===== src/rtl/mem_access_pkg.sv =====
// Shared encodings and byte-lane helpers for the RAM access front end.
package mem_access_pkg;

  localparam logic [1:0] SIZE_BYTE = 2'b00;
  localparam logic [1:0] SIZE_HALF = 2'b01;
  localparam logic [1:0] SIZE_WORD = 2'b10;

  typedef enum logic {
    SRC_FETCH = 1'b0,
    SRC_DATA  = 1'b1
  } src_e;

  // Size 2'b11 falls through to full-word lanes.
  function automatic logic [3:0] write_en_lookup(input logic [1:0] size, input logic [1:0] off);
    case (size)
      SIZE_BYTE: return 4'b0001 << off;
      SIZE_HALF: return off[1] ? 4'b1100 : 4'b0011;
      default:   return 4'b1111;
    endcase
  endfunction

  function automatic logic is_misaligned(input logic [1:0] size, input logic [1:0] off);
    case (size)
      SIZE_BYTE: return 1'b0;
      SIZE_HALF: return off[0];
      default:   return off != 2'b00;
    endcase
  endfunction

endpackage


===== src/rtl/mem_load_align.sv =====
// Picks the addressed byte/half/word out of a RAM word and sign- or zero-extends it.
module mem_load_align
  import mem_access_pkg::*;
#(
  parameter int DATA_WIDTH = 32
) (
  input  logic [DATA_WIDTH-1:0] ram_dout,
  input  logic [1:0]            off,
  input  logic [1:0]            size,
  input  logic                  is_unsigned,
  output logic [DATA_WIDTH-1:0] rdata
);

  function automatic logic [DATA_WIDTH-1:0] extend_byte(input logic signed [7:0] v, input logic uns);
    return uns ? DATA_WIDTH'($unsigned(v)) : DATA_WIDTH'(v);
  endfunction

  function automatic logic [DATA_WIDTH-1:0] extend_half(input logic signed [15:0] v, input logic uns);
    return uns ? DATA_WIDTH'($unsigned(v)) : DATA_WIDTH'(v);
  endfunction

  logic signed [7:0]  byte_sel;
  logic signed [15:0] half_sel;

  always_comb begin
    byte_sel = ram_dout[8*off +: 8];
    half_sel = ram_dout[16*off[1] +: 16];
    case (size)
      SIZE_BYTE: rdata = extend_byte(byte_sel, is_unsigned);
      SIZE_HALF: rdata = extend_half(half_sel, is_unsigned);
      default:   rdata = ram_dout;
    endcase
  end

endmodule


===== src/rtl/ram_access_arbiter.sv =====
// Single-port RAM front end: arbitrates fetch vs load/store, aligns stores,
// and returns aligned load data one cycle after grant.
module ram_access_arbiter
  import mem_access_pkg::*;
#(
  parameter int ADDR_WIDTH = 14,
  parameter int DATA_WIDTH = 32
) (
  input  logic                  clk,
  input  logic                  reset_n,
  input  logic                  ifetch_req,
  input  logic [ADDR_WIDTH+1:0] ifetch_addr,
  output logic                  ifetch_ack,
  output logic                  ifetch_rvalid,
  output logic [DATA_WIDTH-1:0] ifetch_rdata,
  input  logic                  data_req,
  input  logic                  data_we,
  input  logic [1:0]            data_size,
  input  logic                  data_unsigned,
  input  logic [ADDR_WIDTH+1:0] data_addr,
  input  logic [DATA_WIDTH-1:0] data_wdata,
  output logic                  data_ack,
  output logic                  data_rvalid,
  output logic [DATA_WIDTH-1:0] data_rdata,
  output logic                  data_misaligned,
  output logic [ADDR_WIDTH-1:0] ram_addr,
  output logic [DATA_WIDTH-1:0] ram_din,
  output logic [3:0]            ram_write_en,
  input  logic [DATA_WIDTH-1:0] ram_dout
);

  function automatic logic [DATA_WIDTH-1:0] store_data(input logic [1:0] size,
                                                        input logic [DATA_WIDTH-1:0] wdata);
    case (size)
      SIZE_BYTE: return {4{wdata[7:0]}};
      SIZE_HALF: return {2{wdata[15:0]}};
      default:   return wdata;
    endcase
  endfunction

  src_e       last_contend;
  logic       grant_data_p0;
  logic       grant_fetch_p0;
  logic       both_req_p0;
  logic       mis_p0;
  logic [1:0] off_p0;

  logic       rd_vld_p1;
  src_e       src_p1;
  logic [1:0] off_p1;
  logic [1:0] size_p1;
  logic       uns_p1;
  logic       mis_vld_p1;
  logic [DATA_WIDTH-1:0] load_aligned_p1;

  logic [1:0] unused_ifetch_off;
  assign unused_ifetch_off = ifetch_addr[1:0];

  // ---- p0: arbitration and RAM request in the grant cycle ----
  always_comb begin
    off_p0         = data_addr[1:0];
    mis_p0         = is_misaligned(data_size, off_p0);
    both_req_p0    = ifetch_req && data_req;
    grant_data_p0  = reset_n && data_req && (!ifetch_req || last_contend == SRC_FETCH);
    grant_fetch_p0 = reset_n && ifetch_req && !grant_data_p0;
  end

  assign ifetch_ack   = grant_fetch_p0;
  assign data_ack     = grant_data_p0;
  assign ram_addr     = grant_data_p0 ? data_addr[ADDR_WIDTH+1:2] : ifetch_addr[ADDR_WIDTH+1:2];
  assign ram_din      = store_data(data_size, data_wdata);
  assign ram_write_en = (grant_data_p0 && data_we && !mis_p0)
                        ? write_en_lookup(data_size, off_p0) : 4'b0000;

  always_ff @(posedge clk or negedge reset_n) begin
    if (!reset_n) begin
      last_contend <= SRC_FETCH;
      rd_vld_p1    <= 1'b0;
      src_p1       <= SRC_FETCH;
      off_p1       <= 2'b00;
      size_p1      <= SIZE_BYTE;
      uns_p1       <= 1'b0;
      mis_vld_p1   <= 1'b0;
    end else begin
      if (both_req_p0) last_contend <= grant_data_p0 ? SRC_DATA : SRC_FETCH;
      rd_vld_p1  <= grant_fetch_p0 || (grant_data_p0 && !data_we && !mis_p0);
      mis_vld_p1 <= grant_data_p0 && mis_p0;
      if (grant_fetch_p0 || grant_data_p0) begin
        src_p1  <= grant_data_p0 ? SRC_DATA : SRC_FETCH;
        off_p1  <= off_p0;
        size_p1 <= data_size;
        uns_p1  <= data_unsigned;
      end
    end
  end

  // ---- p1: read return, aligned from the RAM output ----
  mem_load_align #(.DATA_WIDTH(DATA_WIDTH)) u_load_align (
    .ram_dout    (ram_dout),
    .off         (off_p1),
    .size        (size_p1),
    .is_unsigned (uns_p1),
    .rdata       (load_aligned_p1)
  );

  assign ifetch_rvalid   = rd_vld_p1 && (src_p1 == SRC_FETCH);
  assign data_rvalid     = rd_vld_p1 && (src_p1 == SRC_DATA);
  assign ifetch_rdata    = ifetch_rvalid ? ram_dout : '0;
  assign data_rdata      = data_rvalid ? load_aligned_p1 : '0;
  assign data_misaligned = mis_vld_p1;

endmodule

===== config.mk =====
export PLATFORM = sky130hd
export DESIGN_NAME = ram_access_arbiter
export DESIGN_NICKNAME = d
export VERILOG_FILES = /design/src/rtl/mem_access_pkg.sv /design/src/rtl/mem_load_align.sv /design/src/rtl/ram_access_arbiter.sv
export SDC_FILE = /design/constraint.sdc
export NUM_CORES = 1
export LEC_CHECK = 0
export ABC_AREA = 1
export BUFFER_PORTS_ARGS = -buffer_cell sky130_fd_sc_hd__buf_4
export CAP_MARGIN = 25
export CORE_AREA = 2 2 86 88
export CTS_CLUSTER_DIAMETER = 80
export DETAILED_ROUTE_END_ITERATION = 12
export DIE_AREA = 0 0 88 90
export PLACE_DENSITY_LB_ADDON = 0.08
export SYNTH_ARGS = -nofsm -noshare
export SYNTH_HDL_FRONTEND = slang
export SYNTH_HIERARCHICAL = 1
export SYNTH_SLANG_ARGS = --single-unit

===== constraint.sdc =====
create_clock -name clk -period 1.8 [get_ports clk]
set_input_delay 0.27 -clock clk [delete_from_list [all_inputs] [get_ports clk]]
set_output_delay 0.27 -clock clk [all_outputs]
set_load 0.02 [all_outputs]

* Word-level counts from Yosys, hierarchy flattened *
Cells that the tools add are included.

storage, ports and cells
  flip-flop bits (word level) = 9
  input bits = 104

cells by class
  equality and inequality tests = 2
  multiplexer cells = 12
  reduce and logical (&&, ||, !) cells = 22
  bitwise operators = 2
  shift operators = 3

operators with widths
  kind                                                                   count
  32-bit two-way mux                                                     4
  32-bit one-hot mux with 2 select lines                                 2
  32-bit by 6-bit variable part select with 16-bit output                1
  32-bit by 6-bit variable part select with 8-bit output                 1
  14-bit two-way mux                                                     1
  1-bit logical AND                                                      12
  4-bit two-way mux                                                      2
  4-bit one-hot mux with 2 select lines                                  1
  2-bit by 1-bit equality test with 1-bit output, second input constant  2
  1-bit logical NOT                                                      4
  2-bit logical NOT                                                      2
  1-bit by 2-bit left shift with 4-bit output, first input constant      1
  1-bit logical OR                                                       3
  1-bit inverter                                                         2
  1-bit one-hot mux with 2 select lines                                  1
  2-bit nonzero test                                                     1
  1-bit two-way mux                                                      1

* Longest topological paths before layout *
Gate-level depths: netlist of run 1.

  word-level depth = 6
  mapped depth = 11

* By module *
The synthesis of run 1 kept the hierarchy.

by module, submodules not included
  module              instances  cells each  seq. area each (µm²)  area each (µm²)
  ram_access_arbiter  1          316         225.2                 1,515.2
  mem_load_align      1          154         0.0                   893.4

* Least setup slack after synthesis of run 1 *
OpenSTA, ideal clock, no wires.

  kind = register to output
  start = register off_p1[1]
  end = output port data_rdata[14]
  slack = 0.087 ns
  buffers on the path = 2
  stages on the path, launching flop included = 10
  required time = 1.530 ns
  data arrival time = 1.443 ns
  path through = dfrtp_1 > buf_6 > inv_8 > buf_8 > nand2_1 > and2_4 > or2_1 > nand3_2 > inv_1 > nor2_1

between the ends
  cells in the longest elaborated chain, start to end = 4

RTL lines
  item                                                                                                                               RTL line                                    text
  start: declaration                                                                                                                 ram_access_arbiter.sv:50                    logic [1:0] off_p1;
  start signal: assignment                                                                                                           ram_access_arbiter.sv:90                    off_p1 <= off_p0;
  32-bit by 6-bit variable part select with 16-bit output or 32-bit by 6-bit variable part select with 8-bit output (tied branches)  mem_load_align.sv:27, mem_load_align.sv:26
  32-bit two-way mux, on equally long branches                                                                                       mem_load_align.sv:19, mem_load_align.sv:15
  32-bit one-hot mux with 2 select lines *                                                                                           mem_load_align.sv:28                        case (size)
  named net load_aligned_p1[14]                                                                                                      ram_access_arbiter.sv:54                    logic [DATA_WIDTH-1:0] load_aligned_p1;
  32-bit two-way mux *                                                                                                               ram_access_arbiter.sv:109                   assign data_rdata = data_rvalid ? load_aligned_p1 : '0;
  end: declaration                                                                                                                   ram_access_arbiter.sv:24                    output logic [DATA_WIDTH-1:0] data_rdata,

The timed path passes the listed nets; every way through them passes the cells marked *.

* Final worst setup path of run 1 *
  start = register off_p1[1]
  end = output port data_rdata[7]

Same word-level chain as after synthesis.

==> impl_metrics.tcl, run 1 <==
set metrics [dict create \
    portBuffers 220 \
    min_period_ps 1950 \
    htreeDepth 1 \
    max_freq_ghz 0.512 \
    crit_required_ps 1530 \
    layout_common_cells "buf_4, nand2_1, inv_1, nor2_1, nand3_2" \
    outcome "finished, violations left" \
    gp_congestion 0.835 \
    antenna_found_initial 0 \
    cts_tree "done" \
    core_area_um2 7020 \
    worst-setup-path-type "register to primary output" \
    dr.pass1.iters 4 \
    path_cells "buf_12, inv_12, nand2_4, nand2_4, nand2_4, buf_4, buf_4, nand3_2, inv_1, nor2_1, buf_4" \
    vdd_drop_max_uv 423 \
    yosys.area_share.simple_pct 58.2 \
    synth_top_area_share_pct 27.1 \
    clkTransAtPathRegs_ps 50 \
    synth_top_family_by_area "simple AND/OR/NAND/NOR gates" \
    max_slew.worst_pin.slew_ps 451 \
    grt_overflow 0 \
    setup_ws_ps -152 \
    layout_commonest_cell "buf_4" \
    timing.final.crit_share_pct 108 \
    final_layout_size_suffix_gt1_share_pct 49.8 \
    yosysWarnings 6 \
    cts_root_buf "clkbuf_8" \
    ys_types 25 \
    crit_fanout 8 \
    power_per_cell_area_nw_per_um2 449 \
    timing.hold.ws_ps 236 \
    grt_pass1_vias 3368 \
    grt_start_max_net_pins 34 \
    synth-seq-cells 9 \
    io_pins 223 \
    power_leakage_nw 2.84 \
    vias_per_cell 4.45 \
    initial_core_util_pct 34.3 \
    grt_pass1_wl_um 15100 \
    p_total_mw 2.06 \
    cp-start-kind "register" \
    clockBufferDepth 2 \
    synth.net_count 574 \
    slew_violations 0 \
    die_height_um 90 \
    ant_nets 0 \
    vias 3528 \
    yosysSeqAreaShare_pct 9.35 \
    placement_rows 31 \
    synth.avg_cell_area_um2 5.12 \
    end_kind "primary output" \
    wirelength_um 9480 \
    synth_adder_area_share_pct 0 \
    nets 798 \
    slowest_delay_ps 400 \
    hold_viol 0 \
    diodes 0 \
    dieArea_um2 7920 \
    synth.area.mux_share_pct 0 \
    yosys-top-cells-area "nand2_1, inv_1, nor2_1, nand3_2, dfrtp_1" \
    dp.final_hpwl_um 7130 \
    synth_largest_area_cell "nand2_1" \
    relSlewSlack_pct 69.8 \
    clock_latency_ps 230 \
    die_w_um 88 \
    maxCapViolCount 0 \
    slowest_stage "dfrtp_1" \
    drtIter0Drc 145 \
    clock_skew_ps 5.46 \
    syn_inst 470 \
    synth-xor-area-share_pct 0 \
    cts.sinks 9 \
    wl_per_cell_um 12.0 \
    area_delta_synth_final_pct 90.2 \
    setup_viol 32 \
    crit_arrival_ps 1680 \
    hp-class "primary input to register" \
    drc 0 \
    synth_compound_area_share_pct 8.94 \
    rsz0062_at_grt "true" \
    cts-buffers-inserted 3 \
    violations "negative setup slack" \
    grt_usage_pct 22.9 \
    fill_cells 650 \
    syn_area_um2 2410 \
]
## final timing paths
path / startpoint / to / slack, ps / cells after the start
min reg2reg: last_contend / last_contend / 490 / 2
min: data_unsigned / uns_p1 / 240 / 3
max reg2reg: last_contend / rd_vld_p1 / 790 / 5
max: off_p1[1] / data_rdata[7] / -150 / 11
min in group asynchronous: reset_n / last_contend / 560 / 2
max in group asynchronous: reset_n / size_p1[1] / 890 / 2
## stage by stage
| step | TNS (ps) | cell area (µm²) | worst slack (ps) | util (%) | cells |
|---|---|---|---|---|---|
| after floorplan | 0 | 2410 | 86.8 | - | 470 |
| after global placement | -929 | 4060 | -76.2 | 57.8 | 770 |
| after detailed placement | -1500 | 4060 | -93.5 | 57.8 | 770 |
| after CTS | -3620 | 4480 | -149 | 63.8 | 791 |
| after global routing | -6340 | 4580 | -231 | 65.2 | 792 |
| final | -3740 | 4580 | -152 | 65.2 | 792 |
## timing repair
| action | 4_1_cts | 5_1_grt |
|---|---|---|
| pin swaps | 37 | 27 |
| endpoints found under the setup margin | 31 | 33 |
| gates resized for setup | 49 | 41 |
| hold buffers | 1 | 0 |
| endpoints found under the hold margin | 9 | 0 |
| gates cloned | 5 | 0 |
| buffers inserted | 11 | 1 |
## worst max-delay path, delay by kind of cell (launching register included)
family        cells  cell delay, ps
buf+inv           6             690
flops             1             400
simple gates      5             360
## cells in the mapped netlist
cell type	count
nand2_1	174
inv_1	83
nor2_1	77
nand3_2	23
o211ai_1	15
buf_4	10
nand2_2	10
o21ai_0	10
a21oi_1	9
dfrtp_1	9
nand3_1	7
or2_1	7
buf_2	6
clkbuf_1	6
and2_1	5
buf_6	4
inv_2	4
and2_4	2
buf_12	2
nor2_4	2
a22oi_1	1
buf_8	1
inv_8	1
nand2_4	1
nor2_2	1
## metal layers
metal,up-vias,GRT usage (%),routed length [µm]
met5,-,0,0
met4,0,7.05,286
met3,26,3.95,654
met2,141,43.0,5040
met1,1520,25.2,3490
li1,1841,-,-
## cell families after synthesis
family / Yosys count
buffers and inverters: 117
AO/OA/AOI/OAI: 35
flip-flops: 9
AND/OR/NAND/NOR: 309
## cell type report
type | instances | area (µm²) | area share [%]
Clock buffer | 4 | 45.0 | 0.983
Inverter | 88 | 347 | 7.57
Multi-Input combinational cell | 347 | 1880 | 41.1
Sequential cell | 9 | 226 | 4.94
Tap cell | 99 | 124 | 2.70
Timing Repair Buffer | 244 | 1950 | 42.6
Timing Repair inverter | 1 | 8.76 | 0.191
## flip-flops by register name, indices dropped and copies added, names as in the netlist
| register | cells |
|---|---|
| data_misaligned | 1 |
| last_contend | 1 |
| off_p1 | 2 |
| rd_vld_p1 | 1 |
| size_p1 | 2 |
| src_p1 | 1 |
| uns_p1 | 1 |
## report_power, final
group,leakage (nW),internal (mW),switching [mW]
clock,0.0228,0.154,0.0800
combinational,2.71,0.709,0.863
sequential,0.108,0.226,0.0241
total,2.84,1.09,0.967
Power figures use the tool's default switching activity.
==> inputs of run 2 (changes only) <==
- CTS_CLUSTER_DIAMETER: 80 -> 50
- GPL_TIMING_DRIVEN: default -> 0
==> run 2 against run 1 <==
The flow still finishes with violations (negative setup slack). Register-to-register slack worse by 80 ps. Combinational power hardly changed. Die area stayed put. Critical path type unchanged. Highest routed layer unchanged.
==> impl_metrics.tcl, run 2 (synthesis gave the netlist of run 1 again) <==
set metrics [dict create \
    clkTransAtPathRegs_ps 50 \
    hold_start "data_unsigned" \
    stdcell_count 808 \
    placement_rows 31 \
    slowest_delay_ps 390 \
    layout_commonest_cell "buf_4" \
    hold_depth 3 \
    vias 3670 \
    worstRegToRegCells 4 \
    placed_cells 789 \
    slowest_stage "dfrtp_1" \
    die_w_um 88 \
    portBuffers 220 \
    power_frac_comb_pct 76.1 \
    drtIter0Drc 124 \
    switching_power_mw 0.967 \
    initial_core_util_pct 34.3 \
    area_delta_synth_final_pct 92.9 \
    ant_nets 0 \
    r2r_start "last_contend" \
    swShare_pct 47.2 \
    fill_cells 661 \
    r2r-end "src_p1" \
    dp_slack_ps 3.78 \
    grt_usage_pct 23.9 \
    core_area_um2 7020 \
    clockBufferDepth 2 \
    power_per_cell_area_nw_per_um2 441 \
    timing.hold.ws_ps 240 \
    maxCapViolCount 0 \
    min_period_ps 2040 \
    clock_skew_ps 3.75 \
    path_cells "buf_6, inv_8, nand2_4, nand2_4, nand2_4, nand2_4, nand2_8, buf_12, nand3_2, inv_2, nor2_1, buf_4" \
    final_layout_size_suffix_gt1_share_pct 50.5 \
    cts.sinks 9 \
    grt_overflow 0 \
    die_height_um 90 \
    multiInputGateArea_um2 1820 \
    wirelength_um 9980 \
    relSlewSlack_pct 69.1 \
    dieArea_um2 7920 \
    diodes 0 \
    io_pins 223 \
    clock_latency_ps 240 \
    drc 0 \
    end_kind "primary output" \
    rrSetupSlack_ps 710 \
    htreeDepth 1 \
    crit_buf_inv 5 \
    p_clk_share_pct 11.7 \
    wl_per_cell_um 12.4 \
    max_freq_ghz 0.491 \
    violations "negative setup slack" \
    setup_ws_ps -236 \
    cts_tree "done" \
    p_total_mw 2.05 \
    crit_required_ps 1530 \
    dp.final_hpwl_um 7840 \
    min_to "uns_p1" \
    antenna_found_initial 0 \
    timing.final.crit_share_pct 113 \
    p_int_mw 1.08 \
    vias_per_cell 4.54 \
    cp-start-kind "register" \
    crit_arrival_ps 1770 \
    cts_root_buf "clkbuf_8" \
    critical_path.top_delay_family "buffers and inverters" \
    hold_viol 0 \
    setup_viol 31 \
    critPathMostFrequentCell "nand2_4" \
    cts-buffers-inserted 3 \
    max_slew.worst_pin.slew_ps 463 \
    gp_congestion 0.866 \
    dr.pass1.iters 4 \
    grt_start_max_net_pins 11 \
    nets 814 \
    rsz0062_at_grt "true" \
    slew_violations 0 \
    grt_pass1_vias 3457 \
    outcome "finished, violations left" \
    grt_pass1_wl_um 15600 \
    seq_area_um2 228 \
    largestRegisters "off_p1 x2, size_p1 x2" \
    vdd_drop_max_uv 306 \
    crit_fanout 6 \
    layout_common_cells "buf_4, nand2_1, inv_1, nor2_1, nand3_2" \
    power_leakage_nw 2.90 \
    power_frac_seq_pct 12.3 \
    worst-setup-path-type "register to primary output" \
    hp-class "primary input to register" \
]
run 2: power groups by stage:
stage | clock network (mW) | registers [mW] | logic [mW]
2_1_floorplan | 0 | 0.241 | 0.799
3_3_place_gp | 0 | 0.243 | 1.34
3_5_place_dp | 0 | 0.244 | 1.36
4_1_cts | 0.250 | 0.242 | 1.46
5_1_grt | 0.252 | 0.254 | 1.69
6_report | 0.239 | 0.251 | 1.56
run 2: how the worst max path moves through the flow:
stage / from / endpoint / depth (start not counted)
global placement: size_p1[1] / data_rdata[13] / 8
floorplan: off_p1[1] / data_rdata[14] / 9
detailed placement: size_p1[1] / data_rdata[13] / 8
finish: off_p1[1] / data_rdata[13] / 12
CTS: size_p1[1] / data_rdata[13] / 12
global route: off_p1[1] / data_rdata[14] / 10
run 2: timing repair:
item | in CTS | in global routing
endpoints found under the hold margin | 9 | 0
hold buffers | 1 | 0
pin swaps | 26 | 31
endpoints found under the setup margin | 32 | 33
gates cloned | 2 | 0
buffers inserted | 7 | 6
gates resized for setup | 32 | 59
run 2: stage by stage:
stage          setup TNS [ps]  utilization (%)  area (µm²)
4_1_cts                 -5920             63.5        4460
5_1_grt                 -7830             66.2        4650
3_5_place_dp                0             59.6        4180
3_3_place_gp            -32.3             59.6        4180
2_1_floorplan               0                -        2410
6_report                -5490             66.2        4650
run 2: area by class of cell:
| type | instances | area share, % |
|---|---|---|
| Timing Repair Buffer | 236 | 39.9 |
| Multi-Input combinational cell | 344 | 39.2 |
| Inverter | 88 | 7.38 |
| Sequential cell | 9 | 4.90 |
| Buffer | 28 | 4.87 |
| Tap cell | 99 | 2.67 |
| Clock buffer | 3 | 0.889 |
| Clock inverter | 1 | 0.108 |
run 2: metal layers:
layer | GRT usage, % | wire [µm]
met5 | 0 | 0
met1 | 27.3 | 3670
met4 | 10.6 | 352
met2 | 43.8 | 5280
met3 | 2.11 | 680
run 2: worst register-to-register path, stage by stage (launching register included):
cell and delay [ps]:
dfrtp_1 340, nand2_1 90, nand3_2 150, buf_2 250, o21ai_0 120
